## config.mk

```make
export PLATFORM = sky130hd
export DESIGN_NAME = systolic_row_feeder
export DESIGN_NICKNAME = d
export VERILOG_FILES = /design/src/rtl/tpu_pkg.sv /design/src/rtl/feeder_row_buf.sv /design/src/rtl/systolic_row_feeder.sv
export SDC_FILE = /design/constraint.sdc
export NUM_CORES = 1
export LEC_CHECK = 0
export BUFFER_PORTS_ARGS = -buffer_cell sky130_fd_sc_hd__buf_2
export CORE_MARGIN = 2
export CORE_UTILIZATION = 55
export DETAILED_ROUTE_END_ITERATION = 6
export PLACE_DENSITY = 0.74
export SKIP_LAST_GASP = 1
export SLEW_MARGIN = 20
export SYNTH_ARGS = -nofsm -noshare
export SYNTH_HDL_FRONTEND = slang
export SYNTH_SLANG_ARGS = --single-unit
```

## constraint.sdc

```tcl
create_clock -name clk -period 4.25 [get_ports clk]
set_clock_uncertainty 0.1 [all_clocks]
set_input_delay 0.6375 -clock clk [delete_from_list [all_inputs] [get_ports clk]]
set_output_delay 0.6375 -clock clk [all_outputs]
set_load 0.03 [all_outputs]
```

## src/rtl/tpu_pkg.sv

```systemverilog
// Shared types and constants for the TPU operand-feed datapath.
// Q8.8 element type, default array size and the row feeder state encoding.
package tpu_pkg;

    localparam int FRAC_BITS = 8;
    localparam int ARRAY_N   = 4;

    typedef logic [15:0] fixed16_t;

    typedef enum logic [1:0] {
        ST_IDLE   = 2'd0,
        ST_LOAD   = 2'd1,
        ST_STREAM = 2'd2,
        ST_DONE   = 2'd3
    } feeder_state_e;

endpackage

```

## src/rtl/feeder_row_buf.sv

```systemverilog
// N x N tile register file: one row write port, zero-fill clear of all other rows,
// and an N-lane diagonal read at stream cycle rd_t (column-wise with SYSTOLIC_FEEDER_TRANSPOSE_EN).
module feeder_row_buf #(
    parameter int N      = 4,
    parameter int DATA_W = 16,
    parameter int CNT_W  = $clog2(2*N),
    parameter int IDX_W  = (N > 1) ? $clog2(N) : 1
) (
    input  logic                clk,
    input  logic                rst_n,
    input  logic                clr,
    input  logic                wr_en,
    input  logic [IDX_W-1:0]    wr_idx,
    input  logic [N*DATA_W-1:0] wr_row,
    input  logic [CNT_W-1:0]    rd_t,
    output logic [N*DATA_W-1:0] rd_data,
    output logic [N-1:0]        rd_valid
);

    logic [DATA_W-1:0] mem_r [N][N];
    logic [DATA_W-1:0] wr_elem_s [N];

    for (genvar k = 0; k < N; k++) begin : g_unpack
        assign wr_elem_s[k] = wr_row[k*DATA_W +: DATA_W];
    end

    // Row storage: the written row wins over the zero-fill clear
    always_ff @(posedge clk or negedge rst_n) begin
        if (!rst_n) begin
            for (int r = 0; r < N; r++) begin
                for (int c = 0; c < N; c++) begin
                    mem_r[r][c] <= '0;
                end
            end
        end else begin
            for (int r = 0; r < N; r++) begin
                for (int c = 0; c < N; c++) begin
                    if (wr_en && (wr_idx == IDX_W'(r))) begin
                        mem_r[r][c] <= wr_elem_s[c];
                    end else if (clr) begin
                        mem_r[r][c] <= '0;
                    end else begin
                        mem_r[r][c] <= mem_r[r][c];
                    end
                end
            end
        end
    end

    for (genvar i = 0; i < N; i++) begin : g_lane
        logic [CNT_W-1:0] diff_s;
        logic [IDX_W-1:0] row_s;
        logic [IDX_W-1:0] col_s;
        logic             act_s;

        // Lane i sees element t-i of its row (or column) once the skew has reached it
        always_comb begin
            diff_s = rd_t - CNT_W'(i);
            act_s  = (rd_t >= CNT_W'(i)) && (diff_s < CNT_W'(N));
`ifdef SYSTOLIC_FEEDER_TRANSPOSE_EN
            row_s  = diff_s[IDX_W-1:0];
            col_s  = IDX_W'(i);
`else
            row_s  = IDX_W'(i);
            col_s  = diff_s[IDX_W-1:0];
`endif
        end

        // Forward an in-flight write so the first stream cycle can follow the last row directly
        always_comb begin
            rd_valid[i] = act_s;
            if (!act_s) begin
                rd_data[i*DATA_W +: DATA_W] = '0;
            end else if (wr_en && (wr_idx == row_s)) begin
                rd_data[i*DATA_W +: DATA_W] = wr_elem_s[col_s];
            end else if (clr) begin
                rd_data[i*DATA_W +: DATA_W] = '0;
            end else begin
                rd_data[i*DATA_W +: DATA_W] = mem_r[row_s][col_s];
            end
        end
    end

endmodule

```

## src/rtl/systolic_row_feeder.sv

```systemverilog
// Buffers an N x N Q8.8 tile row by row and replays it as a diagonally skewed stream
// for the systolic array. Option: SYSTOLIC_FEEDER_TRANSPOSE_EN selects column-wise skew.
module systolic_row_feeder
    import tpu_pkg::*;
#(
    parameter int N      = ARRAY_N,
    parameter int DATA_W = 16,
    parameter int CNT_W  = $clog2(2*N)
) (
    input  logic                clk,
    input  logic                rst_n,
    input  logic                in_valid,
    output logic                in_ready,
    input  logic [N*DATA_W-1:0] in_row,
    input  logic                in_last,
    input  logic                out_ready,
    output logic                out_valid,
    output logic [N*DATA_W-1:0] out_data,
    output logic [N-1:0]        out_lane_valid,
    output logic                busy,
    output logic                done
);

    localparam int IDX_W = (N > 1) ? $clog2(N) : 1;
    localparam logic [CNT_W-1:0] LAST_T = CNT_W'(2*N-2);
    localparam logic [IDX_W-1:0] LAST_ROW = IDX_W'(N-1);

    feeder_state_e      state_r;
    logic [IDX_W-1:0]   row_cnt_r;
    logic [CNT_W-1:0]   t_r;

    logic               accept_s;
    logic               clr_s;
    logic [IDX_W-1:0]   wr_idx_s;
    logic [CNT_W-1:0]   rd_t_s;
    logic [N*DATA_W-1:0] rd_data_s;
    logic [N-1:0]       rd_valid_s;

    assign accept_s = in_valid && in_ready;

    // Write addressing and the read cycle that the next registered output will present
    always_comb begin
        clr_s = accept_s && (state_r == ST_IDLE);
        if (state_r == ST_IDLE) begin
            wr_idx_s = '0;
        end else begin
            wr_idx_s = row_cnt_r;
        end
        if (state_r == ST_STREAM) begin
            rd_t_s = t_r + CNT_W'(1);
        end else begin
            rd_t_s = '0;
        end
    end

    feeder_row_buf #(
        .N      (N),
        .DATA_W (DATA_W),
        .CNT_W  (CNT_W),
        .IDX_W  (IDX_W)
    ) u_row_buf (
        .clk      (clk),
        .rst_n    (rst_n),
        .clr      (clr_s),
        .wr_en    (accept_s),
        .wr_idx   (wr_idx_s),
        .wr_row   (in_row),
        .rd_t     (rd_t_s),
        .rd_data  (rd_data_s),
        .rd_valid (rd_valid_s)
    );

    // Control FSM with all outputs registered
    always_ff @(posedge clk or negedge rst_n) begin
        if (!rst_n) begin
            state_r        <= ST_IDLE;
            row_cnt_r      <= '0;
            t_r            <= '0;
            in_ready       <= 1'b0;
            out_valid      <= 1'b0;
            out_data       <= '0;
            out_lane_valid <= '0;
            busy           <= 1'b0;
            done           <= 1'b0;
        end else begin
            case (state_r)
                ST_IDLE: begin
                    done <= 1'b0;
                    if (accept_s) begin
                        row_cnt_r <= IDX_W'(1);
                        t_r       <= '0;
                        busy      <= 1'b1;
                        if (in_last) begin
                            state_r        <= ST_STREAM;
                            in_ready       <= 1'b0;
                            out_valid      <= 1'b1;
                            out_data       <= rd_data_s;
                            out_lane_valid <= rd_valid_s;
                        end else begin
                            state_r  <= ST_LOAD;
                            in_ready <= 1'b1;
                        end
                    end else begin
                        in_ready <= 1'b1;
                        busy     <= 1'b0;
                    end
                end
                ST_LOAD: begin
                    if (accept_s) begin
                        if (in_last || (row_cnt_r == LAST_ROW)) begin
                            state_r        <= ST_STREAM;
                            in_ready       <= 1'b0;
                            out_valid      <= 1'b1;
                            out_data       <= rd_data_s;
                            out_lane_valid <= rd_valid_s;
                            t_r            <= '0;
                        end else begin
                            row_cnt_r <= row_cnt_r + IDX_W'(1);
                        end
                    end
                end
                ST_STREAM: begin
                    // A low out_ready simply holds every registered output
                    if (out_ready) begin
                        if (t_r == LAST_T) begin
                            state_r        <= ST_DONE;
                            out_valid      <= 1'b0;
                            out_data       <= '0;
                            out_lane_valid <= '0;
                            done           <= 1'b1;
                        end else begin
                            t_r            <= t_r + CNT_W'(1);
                            out_data       <= rd_data_s;
                            out_lane_valid <= rd_valid_s;
                        end
                    end
                end
                ST_DONE: begin
                    state_r   <= ST_IDLE;
                    done      <= 1'b0;
                    busy      <= 1'b0;
                    in_ready  <= 1'b1;
                    row_cnt_r <= '0;
                    t_r       <= '0;
                end
                default: begin
                    state_r        <= ST_IDLE;
                    in_ready       <= 1'b0;
                    out_valid      <= 1'b0;
                    out_data       <= '0;
                    out_lane_valid <= '0;
                    busy           <= 1'b0;
                    done           <= 1'b0;
                end
            endcase
        end
    end

endmodule
```

# After elaboration in Yosys (flattened, before gate mapping)
# Cells that the tools add are included.
word_totals:
  ff_bits: 335
  inputBits: 69
classes:
  n_addsub: 5
  magnitude_cmp: 12
  n_eq_ne: 16
  n_mux: 103
  n_bitwise: 4
  n_reduce_logical: 29
ops:
  columns: ["cell", "n"]
  rows:
  - ["$mux W16", 45]
  - ["$mux W64", 6]
  - ["$bmux W16 S2", 8]
  - ["$pmux W64 S3", 1]
  - ["$mux W4", 6]
  - ["$mux W2", 10]
  - ["$mux W3", 6]
  - ["$ne A2 B2 Y1 const B", 7]
  - ["$mux W1", 13]
  - ["$ge A3 B3 Y1 const B", 4]
  - ["$lt A3 B3 Y1 const B", 4]
  - ["$not A2 Y3", 4]
  - ["$pmux W3 S4", 1]
  - ["$pmux W4 S3", 1]
  - ["$reduce_bool A2 Y1", 6]
  - ["$eq A2 B2 Y1 const B", 5]
  - ["$logic_and A1 B1 Y1", 10]
  - ["$reduce_and A5 Y1", 2]
  - ["$pmux W2 S4", 1]
  - ["$reduce_and A7 Y1", 1]
  - ["$ge A3 B1 Y1 const B", 2]
  - ["$ge A3 B2 Y1 const B", 2]
  - ["$pmux W1 S3", 2]
  - ["$pmux W2 S3", 1]
  - ["other kinds (15)", 21]

# Longest topological paths before layout
# Gate-level depths: netlist of the first run.
logic_depth:
  ltp_word: 13
  ltp_mapped: 17
  depth_no_buf: 11

# By module
# Synthesis of the first run repeated with hierarchy kept, for this count alone.
unflattened:
  hier_cells: 1865
  hier_area_um2: 18056.1
modules_own_cells:
  columns: ["module", "n_inst", "cells_per_inst", "area_per_inst_um2", "seq_area_each_um2"]
  rows:
  - ["feeder_row_buf", 1, 1496, 14293.7, 6406.1]
  - ["systolic_row_feeder", 1, 369, 3762.4, 1976.9]

# Worst setup path after synthesis of the first run
# OpenSTA, ideal clock, no wires.
synth_timing:
  path_kind: "register to register"
  start: "register t_r[0]"
  end: "register out_data[37]"
  arrival_time_ns: 3.632
  path_slack_ns: 0.454
  stages_incl_launch_ff: 17
  path_buffers: 7
  path_cell_list: "dfrtp_1 buf_2 inv_1 clkbuf_1 clkbuf_1 ha_1 buf_2 nor2b_1 inv_1 buf_2 buf_1 ha_1 nor3b_1 nand3_2 buf_6 a211oi_1 a211o_1"
synth_via:
  elab_chain_len: 13
  word_cells_on_any_way: 24
  classes_between: "add/sub (2); order compare (2); eq/ne (1); mux (17); bitwise (1); reduce/logical (1)"
synth_rtl:
  columns: ["element", "line_no", "source"]
  rows:
  - ["start, declared", "systolic_row_feeder.sv:30", "logic [CNT_W-1:0] t_r;"]
  - ["start signal, assigned", "systolic_row_feeder.sv:132", "t_r <= t_r + CNT_W'(1);"]
  - ["$add A3 B1 Y3", "systolic_row_feeder.sv:50", "rd_t_s = t_r + CNT_W'(1);"]
  - ["$mux W3", "systolic_row_feeder.sv:49", "if (state_r == ST_STREAM) begin"]
  - ["$sub A3 B2 Y3", "feeder_row_buf.sv:58", "diff_s = rd_t - CNT_W'(i);"]
  - ["$not A2 Y3 (not written as such)", "feeder_row_buf.sv:75, feeder_row_buf.sv:79", null]
  - ["$bmux W16 S2", "feeder_row_buf.sv:79", "rd_data[i*DATA_W +: DATA_W] = mem_r[row_s][col_s];"]
  - ["$mux W16 (not written as such) (2 in series)", "feeder_row_buf.sv:79", null]
  - ["$mux W16", "feeder_row_buf.sv:76", "end else if (clr) begin"]
  - ["$mux W16", "feeder_row_buf.sv:74", "end else if (wr_en && (wr_idx == row_s)) begin"]
  - ["$mux W16", "feeder_row_buf.sv:72", "if (!act_s) begin"]
  - ["$mux W64, on equally long branches", "systolic_row_feeder.sv:125, systolic_row_feeder.sv:93, systolic_row_feeder.sv:110", null]
  - ["$mux W64, on equally long branches", "systolic_row_feeder.sv:124, systolic_row_feeder.sv:89, systolic_row_feeder.sv:109", null]
  - ["$pmux W64 S3 (*)", "systolic_row_feeder.sv:86", "case (state_r)"]
  - ["end signal, assigned", "systolic_row_feeder.sv:97", "out_data <= rd_data_s;"]
  - ["end signal, assigned", "systolic_row_feeder.sv:114", "out_data <= rd_data_s;"]
  - ["end signal, assigned", "systolic_row_feeder.sv:133", "out_data <= rd_data_s;"]
  - ["end, declared", "systolic_row_feeder.sv:18", "output logic [N*DATA_W-1:0] out_data,"]
# Every way passes the cells marked *; elsewhere a longest branch is shown, timed or not. The select of a mux whose other input is x is not followed.
# A chain may end at the register's enable or synchronous reset.

# Final worst setup path of the first run
layout_timing:
  start: "register t_r[0]"
  end: "register out_data[40]"
# The elaborated chain is that of the path after synthesis.

==> results of run 1 <==
-- state kept, by name, summed over array words and instances (netlist names) --
name	cells
out_data	64
u_row_buf.mem_r	256
row_cnt_r	2
t_r	3
out_lane_valid	4
done	1
in_ready	1
out_valid	1
busy	1
state_r	2
-- routing by layer --
layer  GRT usage [%]  part of all wire (%)  vias to the layer above
li1                -                     -                     5994
met1           48.64                    40                     7138
met2           51.95                    46                      914
met3           8.056                    11                      147
met4           13.01                   3.5                        0
met5               0                     0                        -
-- critical path, delay by kind of cell (launching register included) --
kind	cells	cell delay, ns
DFF	1	0.68
AOI/OAI and AO/OA	2	0.57
buffers and inverters	2	0.24
adders and majority gates	2	0.60
and+or+nand+nor	3	1.35
-- logic make-up (layout without fill, tap and decap cells) --
family,count (synthesis),count (layout),synth area share (%)
DFF,335,335,50.32
xor gates and xnor gates,2,2,0.1052
and+or+nand+nor,420,420,10.90
adders and majority gates,10,10,0.7510
buffers and inverters,175,263,4.979
AOI/OAI and AO/OA,545,545,24.82
other,0,5,0
muxes,89,89,8.126
-- where the power goes --
part	switching, W	leakage [nW]	internal [W]
Sequential	0.000847	4.46	0.00440
Combinational	0.00443	3.92	0.00294
Clock	0.00132	0.612	0.00193
-- area by class of cell --
cell class / count / area, sq um / area share, %
Multi-Input combinational cell: 1066 / 7538 / 40.13
Inverter: 11 / 41.29 / 0.2198
Clock buffer: 54 / 1102 / 5.867
Timing Repair Buffer: 184 / 1091 / 5.808
Antenna cell: 5 / 12.51 / 0.06660
Tap cell: 390 / 488.0 / 2.597
Sequential cell: 335 / 8387 / 44.64
Clock inverter: 14 / 126.4 / 0.6727
-- stage by stage --
stage | hold slack [ns] | total power [W] | utilization [%] | area (sq um) | setup WS (ns)
6_report | 0.07254 | 0.01586 | 63.22 | 18790 | 0.6233
5_1_grt | 0.1540 | 0.01664 | 63.20 | 18780 | 0.3461
4_1_cts | 0.1253 | 0.01578 | 63.18 | 18770 | 0.7430
3_5_place_dp | 0.3603 | 0.01247 | 59.04 | 17550 | 0.7638
3_3_place_gp | 0.3558 | 0.01231 | 59.02 | 17540 | 1.007
2_1_floorplan | 0.2419 | 0.01036 | - | 16660 | 0.4536
-- cell usage after synthesis, types with 4 or more instances --
master	count	area (sq um)
buf_1	12	45.04
nor3b_1	16	120.1
clkbuf_8	8	110.1
clkbuf_1	96	360.4
o21ai_0	55	275.3
nor2_1	71	266.5
a211o_1	16	140.1
a211oi_1	32	240.2
o221ai_1	16	140.1
buf_2	43	215.2
a22oi_1	48	360.4
mux2i_1	7	70.07
nor2b_1	20	125.1
mux4_2	32	720.7
a21oi_1	19	95.09
inv_1	11	41.29
buf_6	4	45.04
ha_1	10	125.1
nor3_1	32	160.2
dfrtp_1	335	8383
a22o_1	225	1971
a2bb2oi_1	16	140.1
nand3_1	5	25.02
mux2_2	50	563.0
o21ai_1	20	100.1
nand2_1	256	960.9
o22ai_1	81	506.7
-- path summary, 6_finish.rpt --
| path | startpoint | endpoint | slack (ns) | cells past startpoint |
|---|---|---|---|---|
| max in group asynchronous | rst_n | u_row_buf.mem_r[58] | 2.91 | 2 |
| min | rst_n | out_lane_valid[1] | 0.07 | 1 |
| min reg2reg | out_lane_valid[1] | out_lane_valid[1] | 0.37 | 2 |
| max | t_r[0] | out_data[40] | 0.62 | 9 |
| max reg2reg | t_r[0] | out_data[40] | 0.62 | 9 |
| min in group clk | in_row[23] | u_row_buf.mem_r[231] | 0.33 | 3 |
-- layout by cell type (no fill, tap or decap), types with 3 or more instances in the layout --
master / count
clkbuf_16: 39
mux2i_1: 7
o22ai_1: 81
a2bb2oi_1: 16
a21oi_1: 19
inv_1: 10
o21ai_1: 18
nor2b_1: 20
buf_2: 139
buf_4: 40
clkinv_2: 10
nand2_1: 255
ha_1: 7
nor3b_1: 16
clkbuf_8: 7
mux4_2: 32
a22o_1: 225
nor3_1: 31
o221ai_1: 16
clkbuf_1: 8
mux2_2: 50
diode_2: 5
o21ai_4: 3
a211oi_1: 32
a211o_1: 16
nor2_1: 70
dfrtp_1: 334
o21ai_0: 54
buf_12: 4
a22oi_1: 48
nand3_1: 5
==> results.cfg, run 1 <==
[route]
drtAntennaViolNets = 0
avgRoutedWirePerCell_um = 26.25
drcViolationCount = 0
drtIter0Drc = 1807
finalWirelength_um = 54040
vias = 14190
dr.pass1.iters = 6
vias_per_cell = 6.893

[synthesis]
avgSynthCellArea_sq_um = 10.57
ys_seq_area_share_pct = 50.32
synth.ff_latch_count = 335
synth_warnings = 0
syn_nets = 1655
synth_edf_count = 0
synth_cell_types = 57
netlist_instances = 1576
async_reset_ff_share_pct = 100.0
netlist_area_sq_um = 16660
synth_flop_cell = dfrtp_1

[global_route]
grt_antenna_before_repair = 4
grt_max_degree = 108
grt_pass1_wl_um = 82920
grt.total_usage_pct = 34.42
overflow = 0
grt_pass1_vias = 13710

[floorplan]
die_x_um = 178.0
top_level_ports = 141
fp.coreArea_sq_um = 29720
die-height_um = 178.0
num_rows = 63
dieArea_sq_um = 31700
start_util_pct = 56.06

[run]
cap_violations = 0

[sta]
fin_crit_sh_pct = 85.33
rsz0062_at_grt = no
setup_viol = 0
setup_tns_ns = 0
maxSlewHeadroom_pct = 34.05
slew_violations = 0
period_minus_slack_ns = 3.627
fmax_ghz = 0.2757
worst_pin_slew_ns = 0.9892
finalHoldViolCount = 0

[placement]
place_inst = 1986
gp_congestion = 0.8796
portBuffers = 140
dp_hpwl_um = 32910

[outcome]
status = complete, no violations

[clock_tree]
cts_tree = built
numCtsBuffers = 37
cts_hold_buf = 0
clk_path_buf_depth = 3
postCtsSetupRepairBufs = 0
htreeDepth = 2
cts-root-buf = clkbuf_16
cts.clk_slew.worst_paths_ns = 0.06
clkSinkCount = 335
clk_latency_ns = 0.52
cts_resized = 0

[critical_path]
cp_cell_sequence = inv_1 -> ha_2 -> nor2b_1 -> inv_1 -> ha_1 -> nor3b_1 -> nand3_2 -> a211oi_1 -> a211o_1
cp_data_arrival_time_ns = 3.98
crit_path_max_fanout = 34
start_kind = register
critPathRequiredTime_ns = 4.60
cp-end-kind = register
critPathMaxStageDelay_ns = 0.68
crit_top_cell = inv_1
crit_type = register to register
crit_path_top_delay_cell = dfrtp_4

[worst_hold_path]
hold_path.class = input pin to async pin

[power]
ir_drop_v = 0.0004685
power_density_nw_per_um2 = 844.4
total_leakage_power_nw = 8.990

[final_layout]
syn_to_final_growth_pct = 12.77
layout-drive-gt1-share_pct = 21.27
instances_no_fill = 2059
fin_nets = 1714
nFillCells = 2380
Note: power is estimated with default switching activity, not from simulation.
==> inputs of run 2 (changes only) <==
--- a/config.mk
+++ b/config.mk
@@ -8,6 +8,7 @@
 export BUFFER_PORTS_ARGS = -buffer_cell sky130_fd_sc_hd__buf_2
 export CORE_MARGIN = 2
 export CORE_UTILIZATION = 55
+export CTS_BUF_LIST = sky130_fd_sc_hd__clkbuf_8
 export DETAILED_ROUTE_END_ITERATION = 6
 export PLACE_DENSITY = 0.74
 export SKIP_LAST_GASP = 1
==> results.cfg, run 2 (synthesized netlist as in run 1, its figures left out) <==
[outcome]
status = complete, no violations

[final_layout]
nFillCells = 2405
layout-drive-gt1-share_pct = 22.33
largest_reg_flops = 256
mostFrequentLayoutCells = dfrtp_1 (334), nand2_1 (255), a22o_1 (225)
layout_commonest_cell = dfrtp_1
seq_area_sq_um = 8387
largest-register = u_row_buf.mem_r
fin_nets = 1732
syn_to_final_growth_pct = 12.34
multi_input_area_sq_um = 7538
top_regs = u_row_buf.mem_r (256), out_data (64), out_lane_valid (4)
instances_no_fill = 2089

[clock_tree]
postCtsSetupRepairBufs = 0
cts.clk_slew.worst_paths_ns = 0.06
numCtsBuffers = 55
cts_resized = 0
htreeDepth = 2
cts-root-buf = clkbuf_8
clk_path_buf_depth = 3
cts_hold_buf = 0
clk_latency_ns = 0.61
cts_tree = built
clkSinkCount = 335

[global_route]
grt.total_usage_pct = 34.46
grt_max_degree = 108
grt_pass1_wl_um = 83130
overflow = 0
grtUsageMet1_pct = 48.92
grtUsageMet3_pct = 8.483
gr-max-usage-layer = met2
grt_pass1_vias = 13800
grt_antenna_before_repair = 5
met2_usage_pct = 51.47

[critical_path]
crit_path_max_fanout = 34
critPathMaxStageDelay_ns = 0.68
r2r-start = t_r[0]
critPathRequiredTime_ns = 4.68
crit_start = t_r[0]
cp_cell_sequence = inv_1 -> ha_2 -> nor2b_1 -> inv_1 -> ha_1 -> nor3b_1 -> nand3_2 -> a211oi_1 -> a211o_1
crit_buf_inv = 2
cp-end-kind = register
start_kind = register
cp_data_arrival_time_ns = 4.05
crit_top_cell = inv_1
crit_type = register to register
critical_path.top_delay_family = simple AND/OR/NAND/NOR gates
crit_path_top_delay_cell = dfrtp_4

[sta]
worst_pin_slew_ns = 0.9960
slew_violations = 0
rsz0062_at_grt = no
setup_tns_ns = 0
setup_viol = 0
period_minus_slack_ns = 3.622
fmax_ghz = 0.2761
fin_crit_sh_pct = 85.22
maxSlewHeadroom_pct = 33.60
finalHoldViolCount = 0

[route]
avgRoutedWirePerCell_um = 25.97
drcViolationCount = 0
vias = 14310
vias_per_cell = 6.848
finalWirelength_um = 54250
drtIter0Drc = 1986
dr.pass1.iters = 5
drtAntennaViolNets = 0

[floorplan]
die-height_um = 178.0
num_rows = 63
start_util_pct = 56.06
dieArea_sq_um = 31700
fp.coreArea_sq_um = 29720
die_x_um = 178.0
top_level_ports = 141

[power]
power_w = 0.01558
total_leakage_power_nw = 9.045
power_density_nw_per_um2 = 832.4
ir_drop_v = 0.0004770

[worst_hold_path]
hold_path.class = input pin to async pin

[placement]
place_inst = 1986
gp_congestion = 0.8796
portBuffers = 140
dp_hpwl_um = 32910

[run]
cap_violations = 0
==> run 2: cell count changes in the layout (fill, tap and decap cells not counted) <==
cell | before | now
bufinv_16 | 2 | 1
clkbuf_8 | 7 | 74
inv_1 | 10 | 26
clkbuf_1 | 8 | 0
clkinv_2 | 10 | 8
diode_2 | 5 | 2
clkbuf_16 | 39 | 0
==> run 2: layout make-up <==
cell class / count / area share (%)
Antenna cell: 2 / 0.02674
Clock buffer: 74 / 5.442
Clock inverter: 27 / 0.7822
Inverter: 11 / 0.2206
Multi-Input combinational cell: 1066 / 40.28
Sequential cell: 335 / 44.81
Tap cell: 390 / 2.607
Timing Repair Buffer: 184 / 5.830
==> run 2: report_power, final <==
group	leakage [nW]	switching [W]	internal (W)
Combinational	3.92	0.00443	0.00294
Sequential	4.46	0.000845	0.00440
Clock	0.667	0.00135	0.00161
==> run 2: final timing paths <==
kind,to,slack (ns),cells past startpoint
max,out_data[40],0.63,9
min,out_lane_valid[1],0.004,1
max reg2reg,out_data[40],0.63,9
min reg2reg,out_lane_valid[1],0.37,2
max in group asynchronous,u_row_buf.mem_r[106],2.99,2
min in group clk,u_row_buf.mem_r[231],0.25,3
==> run 2: layer usage <==
layer  up-vias  routed length [um]
met5         -                  30
met4         4                1959
met3       147                5926
met2       962               24430
met1      7155               21900
li1       6037                   -
==> run 2: through the flow <==
stage / hold WS [ns] / worst slack (ns) / cell area (sq um) / util [%]
after global placement: 0.3558 / 1.007 / 17540 / 59.02
after detailed placement: 0.3603 / 0.7638 / 17550 / 59.04
after floorplan: 0.2419 / 0.4536 / 16660 / -
final: 0.004279 / 0.6280 / 18720 / 62.98
after CTS: 0.04604 / 0.7600 / 18710 / 62.96
after global routing: 0.07508 / 0.3635 / 18720 / 62.98
